<file path="src/rtl/add_sub_seq_nbit_if.sv">
// rtl/add_sub_seq_nbit_if.sv - request/result bundle of the sequential add/sub unit
interface add_sub_seq_nbit_if #(
  parameter int WIDTH = 8
);
  logic             start;
  logic             op;
  logic             acc;
  logic [WIDTH-1:0] a;
  logic [WIDTH-1:0] b;
  logic             ack;
  logic             ready;
  logic             valid;
  logic [WIDTH-1:0] result;
  logic             cf;
  logic             zf;
  logic             vf;
  logic             nf;

  modport master (
    output start, op, acc, a, b, ack,
    input  ready, valid, result, cf, zf, vf, nf
  );

  modport slave (
    input  start, op, acc, a, b, ack,
    output ready, valid, result, cf, zf, vf, nf
  );
endinterface

</file>
<file path="src/rtl/add_sub_seq_nbit.sv">
// rtl/add_sub_seq_nbit.sv - add/subtract folded into CHUNK-bit slices, one slice per clock
module add_sub_seq_nbit #(
  parameter int WIDTH = 8,
  parameter int CHUNK = 2
) (
  input  logic                clk,
  input  logic                rstn,
  add_sub_seq_nbit_if.slave   bus
);
  localparam int NCH = WIDTH / CHUNK;
  localparam int KW  = (NCH > 1) ? $clog2(NCH) : 1;
  localparam logic [KW-1:0] KLAST = KW'(NCH - 1);

  typedef enum logic [1:0] {
    IDLE = 2'd0,
    RUN  = 2'd1,
    DONE = 2'd2
  } state_t;

  state_t state;
  state_t state_nx;

  logic [WIDTH-1:0] opa;
  logic [WIDTH-1:0] opb;
  logic [WIDTH-1:0] work;
  logic             carry;
  logic [KW-1:0]    k;

  logic [WIDTH-1:0] result_q;
  logic             cf_q;
  logic             zf_q;
  logic             vf_q;
  logic             nf_q;

  logic                   last;
  logic [CHUNK:0]         slice;
  logic [WIDTH+CHUNK-1:0] work_cat;
  logic [WIDTH+CHUNK-1:0] opa_cat;
  logic [WIDTH+CHUNK-1:0] opb_cat;
  logic [WIDTH-1:0]       work_nx;
  logic                   cin_msb;

  // Operands shift right so the current slice always sits in the low CHUNK bits;
  // the working sum fills from the top so it is aligned after NCH slices.
  assign last     = (k == KLAST);
  assign slice    = {1'b0, opa[CHUNK-1:0]} + {1'b0, opb[CHUNK-1:0]} + {{CHUNK{1'b0}}, carry};
  assign work_cat = {slice[CHUNK-1:0], work};
  assign work_nx  = work_cat[WIDTH+CHUNK-1:CHUNK];
  assign opa_cat  = {{CHUNK{1'b0}}, opa};
  assign opb_cat  = {{CHUNK{1'b0}}, opb};
  // On the last slice the low bits hold the original MSBs, so the carry into
  // the MSB falls out of the sum bit: s = a ^ b ^ cin.
  assign cin_msb  = opa[CHUNK-1] ^ opb[CHUNK-1] ^ slice[CHUNK-1];

  always_ff @(posedge clk) begin
    if (!rstn) begin
      state <= IDLE;
    end else begin
      state <= state_nx;
    end
  end

  always_comb begin
    state_nx  = state;
    bus.ready = 1'b0;
    bus.valid = 1'b0;
    case (state)
      IDLE: begin
        bus.ready = 1'b1;
        if (bus.start) begin
          state_nx = RUN;
        end
      end
      RUN: begin
        if (last) begin
          state_nx = DONE;
        end
      end
      DONE: begin
        bus.valid = 1'b1;
        if (bus.ack) begin
          state_nx = IDLE;
        end
      end
      default: begin
        state_nx = IDLE;
      end
    endcase
  end

  always_ff @(posedge clk) begin
    if (!rstn) begin
      opa      <= '0;
      opb      <= '0;
      work     <= '0;
      carry    <= 1'b0;
      k        <= '0;
      result_q <= '0;
      cf_q     <= 1'b0;
      zf_q     <= 1'b0;
      vf_q     <= 1'b0;
      nf_q     <= 1'b0;
    end else begin
      case (state)
        IDLE: begin
          if (bus.start) begin
            opa   <= bus.acc ? result_q : bus.a;
            opb   <= bus.op ? ~bus.b : bus.b;
            carry <= bus.op;
            k     <= '0;
          end
        end
        RUN: begin
          opa   <= opa_cat[WIDTH+CHUNK-1:CHUNK];
          opb   <= opb_cat[WIDTH+CHUNK-1:CHUNK];
          work  <= work_nx;
          carry <= slice[CHUNK];
          k     <= k + KW'(1);
          if (last) begin
            result_q <= work_nx;
            cf_q     <= slice[CHUNK];
            zf_q     <= (work_nx == '0);
            vf_q     <= cin_msb ^ slice[CHUNK];
            nf_q     <= work_nx[WIDTH-1];
          end
        end
        default: begin
        end
      endcase
    end
  end

  assign bus.result = result_q;
  assign bus.cf     = cf_q;
  assign bus.zf     = zf_q;
  assign bus.vf     = vf_q;
  assign bus.nf     = nf_q;
endmodule

</file>
<file path="src/flat_wrapper.sv">
// flat-port wrapper written by rule: the top's interface ports become plain ports
module add_sub_seq_nbit_flat 
#(
  parameter int WIDTH = 8,
  parameter int CHUNK = 2
)
  (clk, rstn, bus_start, bus_op, bus_acc, bus_a, bus_b, bus_ack, bus_ready, bus_valid, bus_result, bus_cf, bus_zf, bus_vf, bus_nf);
  add_sub_seq_nbit_if #(.WIDTH(WIDTH)) bus_i ();
  input  logic clk;
  input  logic rstn;
  input wire logic [$bits(bus_i.start)-1:0] bus_start;
  input wire logic [$bits(bus_i.op)-1:0] bus_op;
  input wire logic [$bits(bus_i.acc)-1:0] bus_acc;
  input wire logic [$bits(bus_i.a)-1:0] bus_a;
  input wire logic [$bits(bus_i.b)-1:0] bus_b;
  input wire logic [$bits(bus_i.ack)-1:0] bus_ack;
  output wire logic [$bits(bus_i.ready)-1:0] bus_ready;
  output wire logic [$bits(bus_i.valid)-1:0] bus_valid;
  output wire logic [$bits(bus_i.result)-1:0] bus_result;
  output wire logic [$bits(bus_i.cf)-1:0] bus_cf;
  output wire logic [$bits(bus_i.zf)-1:0] bus_zf;
  output wire logic [$bits(bus_i.vf)-1:0] bus_vf;
  output wire logic [$bits(bus_i.nf)-1:0] bus_nf;
  assign bus_i.start = bus_start;
  assign bus_i.op = bus_op;
  assign bus_i.acc = bus_acc;
  assign bus_i.a = bus_a;
  assign bus_i.b = bus_b;
  assign bus_i.ack = bus_ack;
  assign bus_ready = bus_i.ready;
  assign bus_valid = bus_i.valid;
  assign bus_result = bus_i.result;
  assign bus_cf = bus_i.cf;
  assign bus_zf = bus_i.zf;
  assign bus_vf = bus_i.vf;
  assign bus_nf = bus_i.nf;
  add_sub_seq_nbit #(.WIDTH(WIDTH), .CHUNK(CHUNK)) u_core (.clk(clk), .rstn(rstn), .bus(bus_i));
endmodule
</file>
<file path="config.mk">
export PLATFORM = sky130hd
export DESIGN_NAME = add_sub_seq_nbit_flat
export DESIGN_NICKNAME = d
export VERILOG_FILES = /design/src/rtl/add_sub_seq_nbit_if.sv /design/src/rtl/add_sub_seq_nbit.sv /design/src/flat_wrapper.sv
export SDC_FILE = /design/constraint.sdc
export NUM_CORES = 1
export LEC_CHECK = 0
export BUFFER_PORTS_ARGS = -buffer_cell sky130_fd_sc_hd__buf_2
export CAP_MARGIN = 20
export CORE_ASPECT_RATIO = 0.8
export CORE_MARGIN = 1.5
export CORE_UTILIZATION = 59
export DETAILED_ROUTE_END_ITERATION = 6
export PLACE_DENSITY = 0.95
export SKIP_CTS_REPAIR_TIMING = 1
export SLEW_MARGIN = 40
export SYNTH_ARGS = -nofsm -noshare
export SYNTH_HDL_FRONTEND = slang
export SYNTH_SLANG_ARGS = --single-unit
</file>
<file path="constraint.sdc">
create_clock -name clk -period 4.2 [get_ports clk]
set_input_delay 0.21 -clock clk [delete_from_list [all_inputs] [get_ports clk]]
set_output_delay 0.21 -clock clk [all_outputs]
set_load 0.02 [all_outputs]
</file>
==> impl_results.md, run 1 <==
- Post-synthesis cell count: between 150 and 200
- Die area: roughly 3600 sq um
- H-tree level count: 2
- Post-route insts no fill: 251
- Row count: 18
- Fin Hold WS: between 0.2 and 0.25 ns
- Synth top area share: 0.402
- Worst-Margin Slew: approximately 0.63 ns
- TritonCTS Buffers: 5
- Worst hold path type: input pin to register
- GP Congestion: between 0.8 and 0.9
- Crit-path cells: inv_1, fa_1, fa_1, nor4bb_1, nand3_1, a21boi_0
- DRT antenna net count: 0
- WP data required: approximately 4.4 ns
- Drt via density: between 5 and 6
- Maximum fanout along the worst path: 4
- Post-Synth Simple-Gate Area: 0.165
- WL per Instance: ~15 um
- Post-synthesis adder-cell area fraction: 0.0344
- Synthesis-stage register bit count: 38
- Setup slack, reg-to-reg: around 2.2 ns
- Max-cap violations: 0
- Most frequent cell after synthesis: dfxtp_1
- Layout Nets: around 240
- Placed wire-length estimate: between 2 and 3 mm
- Area of the mapped netlist: ~1900 sq um
- F_max: between 500 and 600 MHz
- Tmin final: about 2.0 ns
- Main area contributors after synthesis: dfxtp_1, nor2b_1, nand2_1, mux2_4, buf_6
- Critical Path Most Common Cell: fa_1
- Buffers on Ports: 35
- Total power: roughly 0.8 mW
- CTS tree: yes
- Largest family of logic cells by synthesized area: compound AO/OA/AOI/OAI gates
- Max VDD drop: between 0.0002 and 0.0003 V
- Compound-Gate Fraction of Synth Area: 0.183
- Status: complete, no violations
- Top_reg_cell synth: dfxtp_1
- RSZ-0062 raised after global routing: no
- Drt pass-1 iters: 6
- CP arrival: approximately 2.2 ns
- Yosys warns: 0
- Initial antenna violation count: 0
- Count of final setup violators: 0
- DRC Markers: 0
- Endpoint class of the critical path: register
- Core area: 3060 sq um
- Max Slew Vio Count: 0
- Largest net degree at the start of global routing: 40
- Vias: approximately 1400
- Slowest stage cell, crit path: fa_1
- Final period util: 0.472
- Reg2reg start: u_core.opb[0]
- Min-delay src: bus_ack
- Die Ht: approximately 54 um
- Setup TNS: 0 ns
- CP peak stage delay: 0.57 ns
- XOR/XNOR Fraction of Synth Area: 0.0463
- Mux contribution to synthesized area: 0.0859
- Seq/Total Area, Yosys: 0.402
- DRT Wirelength: 3.89 mm
- Reg2Reg Capture Point: u_core.bus.zf
- Initial Utilization: 0.618
- DRT iter0 DRCs: slightly above 90
- Layout area overhead: 10.2%
- WHS Endpoint: u_core.state[1]
- Clock skew: between 0.006 and 0.007 ns
- CP Launch Type: register
- Clk slew on worst S/H paths: about 0.080 ns
- Fin. Hold Viols: 0
- Final instance area: 2090 sq um
- Worst hold path depth: 3
- Leak pwr: between 0.8 and 0.9 nW
- Placed cell area: about 2000 sq um
- Bufs on Longest Clock Path: 2
- GRT Residual Overflow: 0
- Worst r2r path cells: 6
- Ports: 36
- Layout fillers: approximately 250
- Root Buffer: clkbuf_8
- Buf/Inv on CP: 1
- First-pass GRT wire length: ~6.2 mm
- Vias in the first global route: between 1000 and 1500
- Post-synth top area cell: dfxtp_1
- Share of post-route cells with drive strength above 1: 0.256
- Synth unique cells: 35
- Power Density: approximately 380 nW/um^2
- Worst slew margin: 0.582
- Die Wd: between 60 and 70 um
- ANT cells: 0
- Crit-path leading delay family: adder cells
- Clock Sinks: 38
- Mean Syn Cell Area: 10.3 sq um
- Worst skew pair latency: about 0.30 ns
- Dpl cells: 243
- Setup Crit Path Kind: register to register
- GRT Total Usage: 0.241
- Syn nets: 209
- Asr flop ratio synth: 0
- Post-synth top cells: dfxtp_1, nand2_1, nor2b_1
- Post-synth EDFFs: 0
## metal layers
metal / global-route usage / wire, um
met5: 0 / 0
met2: 0.407 / 1890
met4: 0.109 / 70
met1: 0.292 / 1710
met3: 0.0649 / 213
## sequential cells by signal (all words and copies together) (netlist names)
name and count:
u_core.bus.zf 1, u_core.bus.vf 1, u_core.state 2, u_core.opb 8, u_core.work 6, u_core.opa 8, u_core.bus.result 8, u_core.carry 1
u_core.bus.cf 1, u_core.k 2
## how the worst max path moves through the flow
stage,from,to,slack [ns],cells after the start
after detailed placement,u_core.carry,u_core.bus.zf,2.20,6
after floorplan,u_core.carry,u_core.bus.vf,2.40,6
final,u_core.opb[0],u_core.bus.zf,2.22,6
after CTS,u_core.carry,u_core.bus.zf,2.21,6
after global routing,u_core.carry,u_core.bus.zf,2.08,6
after global placement,u_core.carry,u_core.bus.zf,2.34,6
## where the power goes
| group | switching, mW | internal (mW) |
|---|---|---|
| Sequential | 0.0135 | 0.375 |
| Clock | 0.133 | 0.175 |
| Combinational | 0.0500 | 0.0510 |
## worst register-to-register path, stage by stage (launching register included)
cell and delay, ns:
dfxtp_1 0.34, inv_1 0.06, fa_1 0.41, fa_1 0.57, nor4bb_1 0.22, nand3_1 0.11, a21boi_0 0.19
## cell families (layout without fill, tap and decap cells)
| logic type | Yosys count | count (layout) |
|---|---|---|
| muxes | 13 | 13 |
| buffers and inverters | 20 | 48 |
| adders and majority gates | 4 | 4 |
| and+or+nand+nor | 57 | 57 |
| DFF | 38 | 38 |
| xor gates and xnor gates | 10 | 10 |
| AOI/OAI and AO/OA | 41 | 41 |
## stage by stage
step / setup WS (ns) / util
2_1_floorplan: 2.40 / -
5_1_grt: 2.08 / 0.681
3_5_place_dp: 2.20 / 0.646
6_report: 2.22 / 0.681
4_1_cts: 2.21 / 0.681
3_3_place_gp: 2.34 / 0.646
## placed cells by master, fill, tap and decap left out, types with 2 or more instances in the layout
cell and instances:
dfxtp_1 38, buf_2 35, nand2_1 26, nor2b_1 19, xnor2_1 7, o21ai_0 7
a22oi_1 6, o211a_1 6, a32o_1 6, mux2_4 6, a222oi_1 6, a21boi_0 6
inv_1 5, mux2i_1 5, clkbuf_8 5, xor2_1 3, nor2_1 2, mux2_2 2
a21boi_1 2, nand2b_1 2, nand3_1 2, fa_1 2, ha_1 2, clkinv_2 2
## final cells by class
| class | instances | area (sq um) | share of cell area |
|---|---|---|---|
| timing repair buffer | 35 | 175 | 0.0839 |
| inverter | 5 | 18.8 | 0.00899 |
| clock inverter | 3 | 40.0 | 0.0192 |
| tap | 40 | 50.0 | 0.0240 |
| clock buffer | 5 | 68.8 | 0.0330 |
| sequential | 38 | 761 | 0.365 |
| multi-input combinational | 125 | 973 | 0.466 |
Power figures use the tool's default switching activity.
==> run 2: changes to the inputs <==
--- a/config.mk
+++ b/config.mk
@@ -5,13 +5,14 @@
 export SDC_FILE = /design/constraint.sdc
 export NUM_CORES = 1
 export LEC_CHECK = 0
+export ABC_AREA = 1
 export BUFFER_PORTS_ARGS = -buffer_cell sky130_fd_sc_hd__buf_2
 export CAP_MARGIN = 20
 export CORE_ASPECT_RATIO = 0.8
 export CORE_MARGIN = 1.5
-export CORE_UTILIZATION = 59
+export CORE_UTILIZATION = 49
 export DETAILED_ROUTE_END_ITERATION = 6
-export PLACE_DENSITY = 0.95
+export PLACE_DENSITY = 0.86
 export SKIP_CTS_REPAIR_TIMING = 1
 export SLEW_MARGIN = 40
 export SYNTH_ARGS = -nofsm -noshare
==> constraint.sdc (replaced) <==
create_clock -name clk -period 1.8 [get_ports clk]
set_input_delay 0.09 -clock clk [delete_from_list [all_inputs] [get_ports clk]]
set_output_delay 0.09 -clock clk [all_outputs]
set_load 0.02 [all_outputs]
==> impl_results.md, run 2 <==
- Status: complete, no violations
- Count of final setup violators: 0
- Die area: ~4200 sq um
- RSZ-0062 raised after global routing: yes
- Post-synthesis cell count: around 280
- Clk slew on worst S/H paths: approximately 0.070 ns
- Max-cap violations: 0
- Worst hold path depth: 4
- Seq pwr share: 0.515
- Placed wire-length estimate: around 2.8 mm
- Commonest non-fill, non-tap cell in the layout: nand2_1
- Final instance area: about 2100 sq um
- Min-delay src: bus_ack
- Vias in the first global route: around 1500
- WHS Endpoint: u_core.state[1]
- Max Slew Vio Count: 0
- Core area: roughly 3500 sq um
- Worst-Margin Slew: around 0.36 ns
- Maximum fanout along the worst path: 4
- WP data required: 1.99 ns
- Worst slew margin: 0.763
- Tmin final: roughly 1.8 ns
- CP peak stage delay: around 0.6 ns
- DRC Markers: 0
- Power Density: 824 nW/um^2
- Setup slack, reg-to-reg: 0.02 ns
- Area of the mapped netlist: between 1500 and 2000 sq um
- H-tree level count: 2
- Row count: 19
- GP Congestion: just over 0.8
- Initial Utilization: 0.526
- Vias: ~1800
- F_max: 562 MHz
- Layout Nets: between 300 and 400
- WL per Instance: 11.2 um
- Synth top area share: 0.408
- CP Launch Type: register
- ANT cells: 0
- Int Pwr: 1.29 mW
- Most frequent cells in the layout: nand2_1, nor2_1, dfxtp_1, buf_2, inv_1
- Setup Crit Path Kind: register to register
- Reg2reg start: u_core.opa[0]
- Most frequent cell after synthesis: nand2_1
- Synth unique cells: 23
- Clock network power share: 0.336
- Final period util: 0.989
- Layout area overhead: 14.7%
- Initial antenna violation count: 0
- Slowest stage cell, crit path: fa_2
- Comb power frac: 0.148
- Drt pass-1 iters: 4
- Share of post-route cells with drive strength above 1: 0.194
- Clock skew: around 0.0058 ns
- CP arrival: about 2 ns
- Max VDD drop: ~0.00066 V
- DRT Wirelength: between 3 and 4 mm
- Syn nets: about 300
- Synthesis-stage register bit count: 38
- Placed cell area: about 2000 sq um
- Mean Syn Cell Area: 6.75 sq um
- Post-synth top cells: nand2_1, nor2_1, dfxtp_1
- Die Wd: roughly 72 um
- Bufs on Longest Clock Path: 2
- Die Ht: a little under 60 um
- Buffers on Ports: 35
- Sw power: 0.473 mW
- Top_reg_cell synth: dfxtp_1
- Endpoint class of the critical path: register
- GRT Total Usage: 0.205
- Largest net degree at the start of global routing: 22
- Reg2Reg Capture Point: u_core.bus.vf
- Dpl cells: 342
- DRT iter0 DRCs: roughly 130
- TritonCTS Buffers: 5
- CTS tree: yes
- Leak pwr: between 1 and 1.5 nW
- Root Buffer: clkbuf_8
- Post-synth EDFFs: 0
- DRT antenna net count: 0
- Asr flop ratio synth: 0
- Yosys warns: 0
- Buf/Inv on CP: 3
- Main area contributors after synthesis: dfxtp_1, nand2_1, nor2_1, a21oi_1, inv_1
- Clock Sinks: 38
- Crit-path cells: inv_2, fa_2, fa_2, inv_2, nand2_2, nand2_1, nand2_1, nand3_1, nand2_1, inv_1
- Crit-path leading delay family: adder cells
- First-pass GRT wire length: 6.63 mm
- Post-route insts no fill: 351
- Fin Hold WS: 0.0524 ns
- Seq/Total Area, Yosys: 0.408
- Sw Share: 0.268
- Critical Path Most Common Cell: nand2_1
- Ports: 36
- Worst r2r path cells: 10
- Fin. Hold Viols: 0
- Drt via density: 5.00
- Post-synth top area cell: dfxtp_1
- Worst hold path type: input pin to register
- GRT Residual Overflow: 0
- Worst skew pair latency: 0.29 ns
## run 2: cell types whose count changed after synthesis, sizes merged, moves of 7 or more
cell    previous run  this run
a21boi             8         0
a21oi              0        26
inv                5        32
mux2               8         0
nand2             26        67
nand3              2        22
nor2               2        47
nor2b             20         0
o21ai              7        22
xnor2              7         0
## run 2: tightest hold or removal path: cells and delay by family
family | cells | cell delay (ns)
compound gates | 1 | 0.05
simple gates | 1 | 0.05
buf+inv | 2 | 0.10
## run 2: final cells by class
type	count	area, sq um
Fill cell	345	1410
Multi-Input combinational cell	192	906
Sequential cell	38	762
Timing Repair Buffer	39	205
Inverter	32	120
Clock buffer	7	86.3
Tap cell	42	52.6
Clock inverter	1	5.00
## run 2: worst max-delay path by stage
stage	slack (ns)	end	cells past startpoint	from
floorplan	0.05	u_core.bus.vf	10	u_core.carry
global placement	-0.003	u_core.bus.vf	10	u_core.carry
detailed placement	-0.03	u_core.bus.vf	10	u_core.carry
CTS	-0.04	u_core.bus.vf	10	u_core.carry
global route	-0.1	u_core.bus.vf	10	u_core.opa[0]
finish	0.02	u_core.bus.vf	10	u_core.opa[0]
## run 2: routing by layer
layer | part of all wire | GRT usage
met5 | 0 | 0
met3 | 0.055 | 0.0557
met2 | 0.45 | 0.315
met1 | 0.48 | 0.274
met4 | 0.010 | 0.0889
## run 2: cell families after synthesis
group	share of synthesized area
and+or+nand+nor	0.297
DFF	0.408
AOI/OAI and AO/OA	0.137
adders and majority gates	0.0349
xor gates and xnor gates	0.00940
buffers and inverters	0.113
## run 2: metrics by stage
stage	total power [mW]	utilization	TNS, ns	setup WS, ns
6_report	1.76	0.603	0	0.0199
5_1_grt	1.86	0.603	-0.173	-0.0960
4_1_cts	1.76	0.597	-0.0482	-0.0366
3_5_place_dp	1.18	0.571	-0.0299	-0.0299
3_3_place_gp	1.17	0.571	-0.00325	-0.00325
2_1_floorplan	1.11	-	0	0.0487
## run 2: power by group through the flow
stage,Combinational (mW),Sequential (mW),Clock (mW)
after floorplan,0.192,0.920,0
after global placement,0.246,0.924,0
after detailed placement,0.251,0.926,0
after CTS,0.252,0.907,0.605
after global routing,0.300,0.912,0.644
final,0.261,0.908,0.592
==> run 3: changes to the inputs <==
--- a/config.mk
+++ b/config.mk
@@ -12,9 +12,9 @@
 export CORE_MARGIN = 1.5
 export CORE_UTILIZATION = 49
 export DETAILED_ROUTE_END_ITERATION = 6
-export PLACE_DENSITY = 0.86
+export PLACE_DENSITY_LB_ADDON = 0.15
 export SKIP_CTS_REPAIR_TIMING = 1
-export SLEW_MARGIN = 40
+export SLEW_MARGIN = 30
 export SYNTH_ARGS = -nofsm -noshare
 export SYNTH_HDL_FRONTEND = slang
 export SYNTH_SLANG_ARGS = --single-unit
==> impl_results.md, run 3 (synthesis gave the netlist of run 2 again) <==
- Status: finished with violations
- Failing checks: setup timing
- Worst hold path type: input pin to register
- Drt pass-1 iters: 4
- WP data required: about 2 ns
- Max-cap violations: 0
- Crit path launch: u_core.opa[0]
- Layout area overhead: 14.2%
- Most frequent cells in the layout: nand2_1, nor2_1, dfxtp_1, buf_2, inv_1
- Drt via density: 5.03
- Count of final setup violators: 2
- H-tree level count: 2
- Leak pwr: ~1.0 nW
- Fin. Hold Viols: 0
- ANT cells: 0
- Bufs on Longest Clock Path: 2
- Buffers on Ports: 35
- Area of the multi-input gates: between 900 and 1000 sq um
- GRT Total Usage: 0.211
- Worst-Margin Slew: 0.429 ns
- Worst r2r path cells: 8
- Die Ht: between 50 and 60 um
- Met3 WL post-DR: approximately 240 um
- GRT Residual Overflow: 0
- Die area: between 4000 and 5000 sq um
- Setup Crit Path Kind: register to register
- Final Util: 0.600
- DRC Markers: 0
- PnR worst setup slack: -0.0535 ns
- Initial Utilization: 0.526
- Placed wire-length estimate: between 2 and 3 mm
- Clock skew: between 0.003 and 0.004 ns
- Final period util: 1.03
- Max VDD drop: between 0.0005 and 0.0006 V
- Met2 Wirelength: between 1.5 and 2 mm
- Worst slew margin: 0.714
- Power Density: 808 nW/um^2
- Layout fillers: roughly 370
- DRT Wirelength: roughly 4.1 mm
- GP Congestion: a little under 0.8
- Vias in the first global route: around 1600
- Setup slack, reg-to-reg: -0.05 ns
- F_max: around 540 MHz
- CTS tree: yes
- Reg2Reg Capture Point: u_core.bus.zf
- Placed cell area: 2030 sq um
- Row count: 19
- Reg area: roughly 760 sq um
- WHS Endpoint: u_core.state[1]
- Uppermost layer routed: met4
- Dpl cells: between 300 and 400
- First-pass GRT wire length: between 6 and 7 mm
- CP Launch Type: register
- Clk slew on worst S/H paths: 0.07 ns
- Tmin final: between 1.5 and 2 ns
- Commonest non-fill, non-tap cell in the layout: nand2_1
- Post-route insts no fill: 351
- DRT antenna net count: 0
- Worst skew pair latency: 0.29 ns
- Die Wd: roughly 72 um
- TritonCTS Buffers: 5
- Layout Nets: 335
- Initial antenna violation count: 0
- Final instance area: 2130 sq um
- WL per Instance: roughly 12 um
- Ports: 36
- Metal-1 WL: 2.11 mm
- Core area: ~3500 sq um
- Vias: 1764
- Reg2reg start: u_core.opa[0]
- Maximum fanout along the worst path: 3
- RSZ-0062 raised after global routing: yes
- CP arrival: just over 2 ns
- Min-delay src: bus_ack
- Largest net degree at the start of global routing: 22
- Share of post-route cells with drive strength above 1: 0.184
- Endpoint class of the critical path: register
- DRT iter0 DRCs: 140
- Worst hold path depth: 4
- Root Buffer: clkbuf_8
- Max Slew Vio Count: 0
- Clock Sinks: 38
-- run 3: cell count changes in the layout (fill, tap and decap cells not counted), sizes merged --
| cell | change |
|---|---|
| buf | +1 |
| clkinv | -1 |
-- run 3: final cells by class --
type / instances / area share
Tap cell: 42 / 0.0247
Inverter: 32 / 0.0565
Sequential cell: 38 / 0.358
Timing Repair Buffer: 40 / 0.100
Multi-Input combinational cell: 192 / 0.425
Clock buffer: 7 / 0.0359
-- run 3: worst max-delay path: stages (launching register included) --
cell	delay [ns]
dfxtp_2	0.33
inv_2	0.04
fa_2	0.38
fa_2	0.58
buf_4	0.12
nand3_1	0.06
nor2_1	0.09
nand2_1	0.06
a21oi_1	0.12
-- run 3: routing by layer --
metal | global-route usage | vias up
met1 | 0.284 | 778
met2 | 0.335 | 51
li1 | - | 928
met5 | 0 | -
met4 | 0.0728 | 0
met3 | 0.0487 | 7
-- run 3: power by group --
group	internal, mW	switching, mW
registers	0.881	0.0273
clock network	0.267	0.278
logic	0.102	0.165
total	1.25	0.470
-- run 3: how the worst max path moves through the flow --
stage,to,slack (ns),cells past startpoint
final,u_core.bus.zf,-0.05,8
after global routing,u_core.bus.zf,-0.13,8
after CTS,u_core.bus.vf,-0.09,10
after detailed placement,u_core.bus.vf,-0.08,10
after global placement,u_core.bus.vf,-0.02,10
after floorplan,u_core.bus.vf,0.05,10
-- run 3: through the flow --
| step | TNS, ns | hold WS (ns) | worst slack (ns) | power, mW |
|---|---|---|---|---|
| floorplan | 0 | 0.228 | 0.0487 | 1.11 |
| global placement | -0.0162 | 0.355 | -0.0162 | 1.18 |
| CTS | -0.144 | 0.0618 | -0.0941 | 1.72 |
| global route | -0.257 | 0.0750 | -0.130 | 1.80 |
| finish | -0.0745 | 0.0649 | -0.0535 | 1.72 |
| detailed placement | -0.104 | 0.362 | -0.0805 | 1.18 |
